File: src/rtl/mvm_engine_p.sv
// Parametrised matrix-vector engine: loads C then X over valid/ready, computes y[r] = sum_c X[r][c]*C[c]
// with one MAC per cycle, and serves results by index. Optional macro SAT_EN selects saturating result storage.
module mvm_engine_p #(
  parameter int DATA_W = 8,
  parameter int N_ROWS = 4,
  parameter int N_COLS = 4,
  parameter int RES_W  = 18,
  parameter int ADDR_W = 8
) (
  input  logic              clk,
  input  logic              rst,
  input  logic              start_in,
  input  logic              valid_input,
  input  logic [DATA_W-1:0] X_load,
  output logic              load_ready,
  input  logic              read_n,
  input  logic [ADDR_W-1:0] r_addr,
  output logic              ry,
  output logic [RES_W-1:0]  read_data,
  output logic              finish
);

  localparam int CW    = (N_COLS > 1) ? $clog2(N_COLS) : 1;
  localparam int RW    = (N_ROWS > 1) ? $clog2(N_ROWS) : 1;
  localparam int ACC_W = 2 * DATA_W + CW;
  localparam int PW    = 2 * DATA_W;
  localparam int WIDE  = (RES_W > ACC_W) ? RES_W : ACC_W;

  localparam logic [CW-1:0]     COL_LAST = CW'(N_COLS - 1);
  localparam logic [RW-1:0]     ROW_LAST = RW'(N_ROWS - 1);
  localparam logic [ADDR_W:0]   ROWS_LIM = (ADDR_W + 1)'(N_ROWS);

  typedef enum logic [2:0] {
    S_IDLE    = 3'd0,
    S_LOAD_C  = 3'd1,
    S_LOAD_X  = 3'd2,
    S_COMPUTE = 3'd3,
    S_DONE    = 3'd4
  } state_t;

  state_t            r_state;
  state_t            w_next;
  logic [DATA_W-1:0] r_c [N_COLS];
  logic [DATA_W-1:0] r_x [N_ROWS][N_COLS];
  logic [RES_W-1:0]  r_mem [N_ROWS];
  logic [ACC_W-1:0]  r_acc;
  logic [CW-1:0]     r_col;
  logic [RW-1:0]     r_row;
  logic              r_load_ready;
  logic              r_finish;
  logic              r_ry;
  logic [RES_W-1:0]  r_read_data;

  logic              w_accept;
  logic              w_col_last;
  logic              w_row_last;
  logic              w_idle_done;
  logic [PW-1:0]     w_product;
  logic [ACC_W-1:0]  w_sum;

  // Narrow the accumulator sum to the stored width (wrap, or clamp when SAT_EN).
  function automatic logic [RES_W-1:0] f_store(input logic [ACC_W-1:0] sum);
    logic [WIDE-1:0] wide_sum;
    wide_sum = WIDE'(sum);
`ifdef SAT_EN
    if (wide_sum > WIDE'({RES_W{1'b1}})) begin
      return {RES_W{1'b1}};
    end
`endif
    return wide_sum[RES_W-1:0];
  endfunction

  assign w_accept    = valid_input && r_load_ready;
  assign w_col_last  = (r_col == COL_LAST);
  assign w_row_last  = (r_row == ROW_LAST);
  assign w_idle_done = (r_state == S_IDLE) || (r_state == S_DONE);
  assign w_product   = PW'(r_x[r_row][r_col]) * PW'(r_c[r_col]);
  assign w_sum       = r_acc + ACC_W'(w_product);

  assign load_ready = r_load_ready;
  assign finish     = r_finish;
  assign ry         = r_ry;
  assign read_data  = r_read_data;

  // Next-state decode.
  always_comb begin
    w_next = r_state;
    case (r_state)
      S_IDLE, S_DONE: begin
        if (start_in) w_next = S_LOAD_C;
        else          w_next = r_state;
      end
      S_LOAD_C: begin
        if (w_accept && w_col_last) w_next = S_LOAD_X;
        else                        w_next = S_LOAD_C;
      end
      S_LOAD_X: begin
        if (w_accept && w_col_last && w_row_last) w_next = S_COMPUTE;
        else                                      w_next = S_LOAD_X;
      end
      S_COMPUTE: begin
        if (w_col_last && w_row_last) w_next = S_DONE;
        else                          w_next = S_COMPUTE;
      end
      default: w_next = S_IDLE;
    endcase
  end

  // State, status flags, indices, accumulator and result store.
  always_ff @(posedge clk) begin
    if (rst) begin
      r_state      <= S_IDLE;
      r_load_ready <= 1'b0;
      r_finish     <= 1'b0;
      r_acc        <= '0;
      r_col        <= '0;
      r_row        <= '0;
      for (int i = 0; i < N_ROWS; i++) r_mem[i] <= '0;
    end else begin
      r_state      <= w_next;
      r_load_ready <= (w_next == S_LOAD_C) || (w_next == S_LOAD_X);
      r_finish     <= (w_next == S_DONE);
      case (r_state)
        S_LOAD_C: begin
          if (w_accept) r_col <= w_col_last ? '0 : r_col + CW'(1);
        end
        S_LOAD_X: begin
          if (w_accept) begin
            r_col <= w_col_last ? '0 : r_col + CW'(1);
            if (w_col_last) r_row <= w_row_last ? '0 : r_row + RW'(1);
          end
        end
        S_COMPUTE: begin
          r_col <= w_col_last ? '0 : r_col + CW'(1);
          if (w_col_last) begin
            r_row        <= w_row_last ? '0 : r_row + RW'(1);
            r_mem[r_row] <= f_store(w_sum);
            r_acc        <= '0;
          end else begin
            r_acc <= w_sum;
          end
        end
        default: begin
          r_col <= '0;
          r_row <= '0;
          r_acc <= '0;
        end
      endcase
    end
  end

  // Operand buffers hold whatever was last loaded; they are never read before being filled.
  always_ff @(posedge clk) begin
    if (r_state == S_LOAD_C && w_accept) begin
      r_c[r_col] <= X_load;
    end else if (r_state == S_LOAD_X && w_accept) begin
      r_x[r_row][r_col] <= X_load;
    end
  end

  // Read port: one-cycle latency, only while not busy.
  always_ff @(posedge clk) begin
    if (rst) begin
      r_ry        <= 1'b0;
      r_read_data <= '0;
    end else if (w_idle_done && !read_n) begin
      r_ry        <= 1'b1;
      r_read_data <= ({1'b0, r_addr} < ROWS_LIM) ? r_mem[r_addr[RW-1:0]] : '0;
    end else begin
      r_ry <= 1'b0;
    end
  end

endmodule

File: config.mk
export PLATFORM = sky130hd
export DESIGN_NAME = mvm_engine_p
export DESIGN_NICKNAME = d
export VERILOG_FILES = /design/src/rtl/mvm_engine_p.sv
export SDC_FILE = /design/constraint.sdc
export NUM_CORES = 1
export LEC_CHECK = 0
export CORE_MARGIN = 3
export CORE_UTILIZATION = 55
export CTS_CLUSTER_SIZE = 12
export DETAILED_ROUTE_END_ITERATION = 10
export PLACE_DENSITY = 0.73
export SLEW_MARGIN = 10
export SYNTH_ARGS = -nofsm -noshare
export SYNTH_HDL_FRONTEND = slang
export SYNTH_SLANG_ARGS = --single-unit
File: constraint.sdc
create_clock -name clk -period 6.6 [get_ports clk]
set_input_delay 1.32 -clock clk [delete_from_list [all_inputs] [get_ports clk]]
set_output_delay 1.32 -clock clk [all_outputs]
set_load 0.02 [all_outputs]
Yosys cells after proc, flatten, opt, wreduce, memory -nomap -nowiden. Memory sizes are Yosys's and may differ from the RTL's. A register that Yosys moved wholly into a read port is not among the register bits. Cells that the tools add are included.

Output and inout bits: 21. Input bits: 21. Logic and storage cells: 86. Memory bits (writable): 232. Flip-flop bits (word level): 46. Memories kept: 3.

Order comparisons: 3. Reduce and logical (&&, ||, !) cells: 16. Equality and inequality tests: 11. Mux-type cells: 39. Multiply operators: 1. Add/sub/neg operators: 3. Bitwise gates (word level): 2.

Memories: r_x (words 4, width 32, read ports 1, clocked after memory_dff 1, wr ports 1, RTL line 44) `logic [DATA_W-1:0] r_x [N_ROWS][N_COLS];`; r_mem (words 4, width 18, read ports 1, clocked after memory_dff 0, wr ports 4, RTL line 45) `logic [RES_W-1:0] r_mem [N_ROWS];`; r_c (words 4, width 8, read ports 1, clocked after memory_dff 1, wr ports 1, RTL line 43) `logic [DATA_W-1:0] r_c [N_COLS];`.

Operators by type and width (count): $mux 18 (3); $pmux 18 s2 (1); $mux 32 (1); $mux 8 (3); $mux 2 (11); $add 18x16->18 (1); $reduce_or 18->1 (1); $bmux 8 s2 (1); $demux 8 s2 (1); $mul 8x8->16 (1); $mux 1 (13); $pmux 3 s4 (1); $eq 3x2->1 const B (3); $logic_and 1x1->1 (8); $lt 8x3->1 const B (1); $eq 3x1->1 const B (2); $eq 3x3->1 const B (2); $mux 3 (2); $pmux 2 s3 (1); $add 2x1->2 const B (2); $eq 2x2->1 const B (2); $pmux 2 s2 (1); $reduce_or 2->1 (2); $ge 3x3->1 const B (1); other kinds (9) (10).

Depth between registers and ports, before layout. Gate-level depths: netlist of run 1.

Depth after elaboration: 8. Depth in mapped cells: 20. Gate-level depth less buffers: 18.

Least setup slack after synthesis of run 1. OpenSTA, ideal clock, no wires.

Kind: reg2reg. Start point: register (tool-made name). End point: memory r_mem[0][12], data pin. Required time: 6.335 ns. Clock period less this slack: 5.689 ns. Arrival: 5.424 ns. Setup slack: 0.911 ns. Setup time: 0.265 ns. Path buffers: 2. Cell stages (with the launch flop): 21. Cell sequence: dfxtp_1 > buf_6 > buf_8 > mux4_2 > mux4_2 > and2_1 > fa_1 > inv_1 > fa_1 > inv_1 > fa_1 > inv_1 > fa_1 > inv_1 > ha_1 > and2_1 > a221oi_2 > a21oi_1 > or3_1 > nand2_1 > nor2_1.

RTL lines (RTL line): end: declaration (45).

==> results of run 1 <==
==> worst max-delay path, stage by stage (launching register included) <==
cell and delay, ns:
dfxtp_2 0.35, buf_4 0.28, mux4_2 0.56, mux4_2 0.57, and2_1 0.20, fa_1 0.52, inv_1 0.06, fa_1 0.53
inv_1 0.05, fa_1 0.47, inv_1 0.05, fa_1 0.47, inv_1 0.04, ha_1 0.33, and2_1 0.21, a221oi_2 0.30
a21oi_1 0.23, o2111ai_1 0.23, nor3b_2 0.34, nor2_1 0.12
==> worst paths after layout <==
path	depth (start not counted)	slack (ns)	endpoint	from
worst min register to register	2	0.46	r_acc[13]	r_acc[13]
worst min-delay path	2	0.46	r_acc[13]	r_acc[13]
worst max-delay path	19	0.39	r_mem[0][14]	flop
worst max register to register	19	0.39	r_mem[0][14]	flop
==> metrics by stage <==
step	power (W)	util, %	std cells	worst slack (ns)	instance area, µm²
after floorplan	0.00250	-	969	0.911	13700
after global placement	0.00265	59.2	1309	0.581	14500
after detailed placement	0.00267	59.2	1309	0.412	14500
after CTS	0.00413	62.6	1355	0.373	15300
after global routing	0.00430	62.6	1355	0.113	15300
final	0.00410	62.6	1355	0.391	15300
==> cell families after synthesis <==
| family | count (synthesis) | share of synthesized area, % |
|---|---|---|
| buffers and inverters | 139 | 4.15 |
| and+or+nand+nor | 281 | 10.3 |
| muxes | 68 | 11.0 |
| adders and majority gates | 98 | 11.7 |
| AOI/OAI and AO/OA | 94 | 4.55 |
| xor gates and xnor gates | 7 | 0.446 |
| DFF | 282 | 58.0 |
==> state kept, by name, indices dropped and copies added (netlist names), 2 cells and up, named ones only <==
name       cells
r_x          128
r_mem         72
r_c           32
r_acc         18
read_data     18
r_state        3
r_col          2
r_row          2
==> power groups by stage <==
stage / Sequential [W] / Clock (W) / Combinational, W
floorplan: 0.00198 / 0 / 0.000511
global placement: 0.00199 / 0 / 0.000662
detailed placement: 0.00199 / 0 / 0.000684
CTS: 0.00195 / 0.00148 / 0.000693
global route: 0.00195 / 0.00155 / 0.000795
finish: 0.00195 / 0.00146 / 0.000688
==> layer usage <==
layer  GRT usage (%)  wire [µm]
met5               0          0
met1            27.5      11200
met2            37.9      14300
met4            6.11        733
met3            3.71       1730
==> final cells by class <==
type	count	area [µm²]	area share [%]
clock inverters	7	52.6	0.343
flip-flops and latches	282	7970	52.0
repair buffers	50	498	3.25
well taps	324	405	2.65
multi-input cells	548	5220	34.1
clock buffers	39	773	5.05
inverters	105	394	2.57
==> placed cells by master, fill, tap and decap left out, types with 4 or more instances in the layout <==
cell type	n
xor2_1	4
and3_1	17
inv_1	104
edfxtp_1	232
fa_1	50
or3_1	6
o21ai_0	8
nand3_1	13
dfxtp_1	49
a22oi_1	23
nor3_1	7
clkdlybuf4s50_1	40
mux4_2	66
ha_1	48
a31oi_1	5
nand3b_1	4
a21oi_1	26
a21o_1	6
nor2_1	98
clkbuf_16	29
clkbuf_1	9
or4_1	4
nand2_1	45
nand2b_1	5
nand4_1	4
buf_4	7
and2_1	68
o21ai_1	5
==> summary.md, run 1 <==
| Metric | Value |
|---|---|
| Outcome | `finished, final reports clean` |
| Switch share | `26.8%` |
| Initial drt markers | `747` |
| Ys async rst share | `0%` |
| Diodes inserted | `0` |
| Via count | `7889` |
| Layout Skew | `0.0164 ns` |
| CP required | `6.87 ns` |
| Comb power frac | `16.8%` |
| CP endpoint kind | `flop` |
| Ys Warns | `0` |
| TNS Setup | `0 ns` |
| Max-cap viol count | `0` |
| Most common cell in the netlist | `edfxtp_1` |
| First-pass GRT wire length | `44400 µm` |
| Maximum VDD drop | `0.234 mV` |
| Minimum period implied by the final worst setup slack | `6.21 ns` |
| Final Net Count | `1135` |
| Max Clk Rate | `161 MHz` |
| Die X | `164 µm` |
| Switch Pwr | `0.00110 W` |
| Quantity of gates resized following cts | `0` |
| RSZ-0062 raised after global routing | `no` |
| Share of the synthesized area in the top cell type | `50.7%` |
| I/O pin total | `42` |
| Worst Setup Path Type | `flop to flop` |
| CTS clock-pin slew for the worst setup and hold paths | `0.06 ns` |
| WP data arrival | `6.48 ns` |
| DRC violations left | `0` |
| Hold Crit Class | `flop to flop` |
| Actual slew at the worst max-slew pin | `0.944 ns` |
| Routed len/inst | `20.6 µm` |
| Core Footprint | `24500 µm²` |
| IO Port Bufs | `41` |
| Skew-Pair Late Insertion Delay | `0.56 ns` |
| Final WL | `28000 µm` |
| Internal | `0.00300 W` |
| Crit-path max FO | `14` |
| Yosys top cell by area | `edfxtp_1` |
| Clock share of power | `35.6%` |
| Setup-failing EPs final | `0` |
| WHS | `0.461 ns` |
| Layout area overhead | `11.4%` |
| Syn Nets | `1088` |
| Seq/Total Area, Yosys | `58.0%` |
| DRT antenna net count | `0` |
| Number of flops mapped to enable cells by yosys | `232` |
| Largest cells by area after synthesis | `edfxtp_1, mux4_2, dfxtp_1` |
| Leak | `5.68 nW` |
| Netlist Area Pre-Place | `13700 µm²` |
| Rows | `57` |
| Initial antenna violation count | `0` |
| PD cells | `268 nW/µm²` |
| Final Hold Viols | `0` |
| Max-slew violations | `0` |
| CTS root buffer | `clkbuf_16` |
| CTS tree | `yes` |
| Vias per cell | `5.82` |
| Worst relative slew slack | `36.6%` |
| Synth unique cells | `56` |
| Sequential power share | `47.6%` |
| CP Launch Type | `flop` |
| H-tree levels | `1` |
| DRT Pass-1 Iters | `7` |
| Post-CTS Hold Fix Bufs | `0` |
| Cells after Synth | `969` |
| Grt ovf | `0` |
| Fill cells | `1819` |
| # clock sinks | `282` |
| Num CTS Buffers | `29` |
| Layout cell share with drive strength beyond 1 | `11.3%` |
| Full die area | `26900 µm²` |
| Clk buf depth | `3` |
| Post-CTS setup buffer count | `0` |
| Synth Register Bits | `282` |
| Height of the die | `164 µm` |
| Top post-synthesis cells by count | `edfxtp_1, inv_1, nor2_1, and2_1, mux4_2` |
| Most used DFF post-synth | `edfxtp_1` |
| HPWL Detailed | `18900 µm` |
| Vias in the first global route | `8093` |
| Final Wtd Congestion | `0.830` |
| Period Utilization, post-route | `94.1%` |
| All-Layer GR Usage | `21.5%` |
| Initial Utilization | `56.2%` |
| Largest net degree at the start of global routing | `47` |
| Synth Area per Inst | `14.2 µm²` |
Power figures use the tool's default switching activity.
==> run 2: changes to the inputs <==
--- a/config.mk
+++ b/config.mk
@@ -5,7 +5,7 @@
 export SDC_FILE = /design/constraint.sdc
 export NUM_CORES = 1
 export LEC_CHECK = 0
-export CORE_MARGIN = 3
+export CORE_MARGIN = 4
 export CORE_UTILIZATION = 55
 export CTS_CLUSTER_SIZE = 12
 export DETAILED_ROUTE_END_ITERATION = 10
==> run 2 against run 1 <==
Setup slack improved by 0.036 ns; combinational power decreased by 0.6%; critical path type unchanged; critical endpoint is now r_mem[2][14]; fmax up 0.58%; non-clock buffer count shrank 3; cell area stayed put; count of clock-buffer cells in the layout increased by 3.
==> summary.md, run 2 (synthesis gave the netlist of run 1 again) <==
| Metric | Value |
|---|---|
| DRT antenna net count | `0` |
| I/O pin total | `42` |
| Core Footprint | `24500 µm²` |
| HPWL Detailed | `18800 µm` |
| All-Layer GR Usage | `20.5%` |
| DRC violations left | `0` |
| Critical path's slowest cell | `mux4_2` |
| Internal reg-to-reg setup slack | `0.43 ns` |
| Clk buf depth | `3` |
| Max Clk Rate | `162 MHz` |
| Actual slew at the worst max-slew pin | `0.987 ns` |
| Vias per cell | `5.83` |
| PD cells | `270 nW/µm²` |
| Largest Register | `r_x` |
| Max-slew violations | `0` |
| Initial antenna violation count | `0` |
| Diodes inserted | `0` |
| Initial Utilization | `56.2%` |
| Worst relative slew slack | `34.2%` |
| Layout Skew | `0.0138 ns` |
| IO Port Bufs | `41` |
| # clock sinks | `282` |
| Via count | `7892` |
| Minimum period implied by the final worst setup slack | `6.17 ns` |
| Height of the die | `166 µm` |
| CP Launch Type | `flop` |
| H-tree levels | `1` |
| Max incr delay on CP | `0.57 ns` |
| CP required | `6.88 ns` |
| Period Utilization, post-route | `93.5%` |
| WP data arrival | `6.45 ns` |
| Maximum VDD drop | `0.223 mV` |
| Final Net Count | `1132` |
| Critical path cell sequence | `buf_12 > mux4_2 > mux4_2 > and2_1 > fa_1 > inv_1 > fa_1 > inv_1 > fa_1 > inv_1 > fa_1 > inv_1 > ha_1 > and2_1 > a221oi_2 > a21oi_1 > o2111ai_1 > nor3b_2 > nor2_1` |
| Crit-path max FO | `32` |
| Final Wtd Congestion | `0.821` |
| DRT Pass-1 Iters | `4` |
| Die X | `166 µm` |
| Setup-failing EPs final | `0` |
| Worst setup endpoint | `r_mem[2][14]` |
| Rows | `57` |
| Layout area overhead | `11.4%` |
| CTS root buffer | `clkbuf_16` |
| CTS clock-pin slew for the worst setup and hold paths | `0.07 ns` |
| Max reg flops | `128` |
| CP endpoint kind | `flop` |
| CP Depth | `19` |
| Initial drt markers | `575` |
| CTS tree | `yes` |
| Leak | `5.68 nW` |
| Num CTS Buffers | `29` |
| Largest regs | `r_x x128, r_mem x72, r_c x32` |
| Skew-Pair Late Insertion Delay | `0.56 ns` |
| Grt ovf | `0` |
| Post-CTS Hold Fix Bufs | `0` |
| Worst R2R End | `r_mem[2][14]` |
| Outcome | `finished, final reports clean` |
| Fill cells | `1812` |
| Final Util | `62.6%` |
| Top delay family on crit path | `adder cells` |
| Final WL | `28200 µm` |
| Final Hold Viols | `0` |
| First-pass GRT wire length | `45200 µm` |
| RSZ-0062 raised after global routing | `no` |
| Layout cell share with drive strength beyond 1 | `11.2%` |
| Worst Setup Path Type | `flop to flop` |
| TNS Setup | `0 ns` |
| Largest net degree at the start of global routing | `47` |
| Most common cell after layout, fill and taps aside | `edfxtp_1` |
| Routed len/inst | `20.8 µm` |
| Quantity of gates resized following cts | `0` |
| FF-to-FF path depth | `19` |
| Buf/Inv on CP | `5` |
| Post-CTS setup buffer count | `0` |
| Full die area | `27600 µm²` |
| Most frequent cells in the layout | `edfxtp_1, inv_1, nor2_1` |
| Vias in the first global route | `8137` |
| Hold Crit Class | `flop to flop` |
| Max-cap viol count | `0` |
run 2: cell types whose count changed in the layout (fill, tap and decap cells not counted):
| cell | change |
|---|---|
| inv_8 | +1 |
| clkinvlp_4 | -1 |
| buf_4 | -3 |
| clkbuf_8 | +2 |
| clkinv_1 | -1 |
| clkbuf_1 | +1 |
| clkinv_4 | -1 |
run 2: tightest hold or removal path, stage by stage, from the launching register on:
cell and delay (ns):
dfxtp_1 0.32, nand2_1 0.06, a21oi_1 0.05
run 2: routing by layer:
layer	share of wire, %	wire (µm)	global-route usage [%]	vias to the layer above
met4	2.0	570	4.81	0
met2	51	14400	36.4	231
li1	-	-	-	3601
met3	4.8	1340	2.81	47
met5	0	0	0	-
met1	42	11900	27.3	4013
run 2: worst min path at each step:
| stage | from | to | slack (ns) | cells past startpoint |
|---|---|---|---|---|
| 2_1_floorplan | r_acc[13] | r_acc[13] | 0.44 | 2 |
| 3_3_place_gp | r_acc[13] | r_acc[13] | 0.45 | 2 |
| 6_report | r_acc[13] | r_acc[13] | 0.47 | 2 |
| 4_1_cts | r_acc[13] | r_acc[13] | 0.48 | 2 |
| 3_5_place_dp | r_acc[13] | r_acc[13] | 0.47 | 2 |
| 5_1_grt | r_acc[13] | r_acc[13] | 0.51 | 2 |
run 2: through the flow:
step                worst slack (ns)  cells  cell area (µm²)  hold WS [ns]  power, W
finish                         0.427   1353            15300         0.473   0.00413
global route                   0.180   1353            15300         0.511   0.00432
detailed placement             0.473   1306            14500         0.468   0.00266
floorplan                      0.911    969            13700         0.436   0.00250
global placement               0.568   1306            14500         0.454   0.00265
CTS                            0.438   1353            15300         0.478   0.00415
run 2: final cells by class:
| type | instances | area (µm²) | share of cell area [%] |
|---|---|---|---|
| clock inverter | 5 | 43.8 | 0.286 |
| tap | 324 | 405 | 2.65 |
| inverter | 105 | 394 | 2.57 |
| timing repair buffer | 47 | 475 | 3.10 |
| multi-input combinational | 548 | 5220 | 34.1 |
| sequential | 282 | 7970 | 52.0 |
| clock buffer | 42 | 805 | 5.25 |
run 2: where the power goes:
| group | leakage [nW] | switching, W | internal, W | total (W) |
|---|---|---|---|---|
| clock | 0.414 | 0.000654 | 0.000841 | 0.00150 |
| sequential | 2.58 | 0.00000954 | 0.00194 | 0.00195 |
| combinational | 2.68 | 0.000439 | 0.000245 | 0.000684 |
| total | 5.68 | 0.00110 | 0.00303 | 0.00413 |
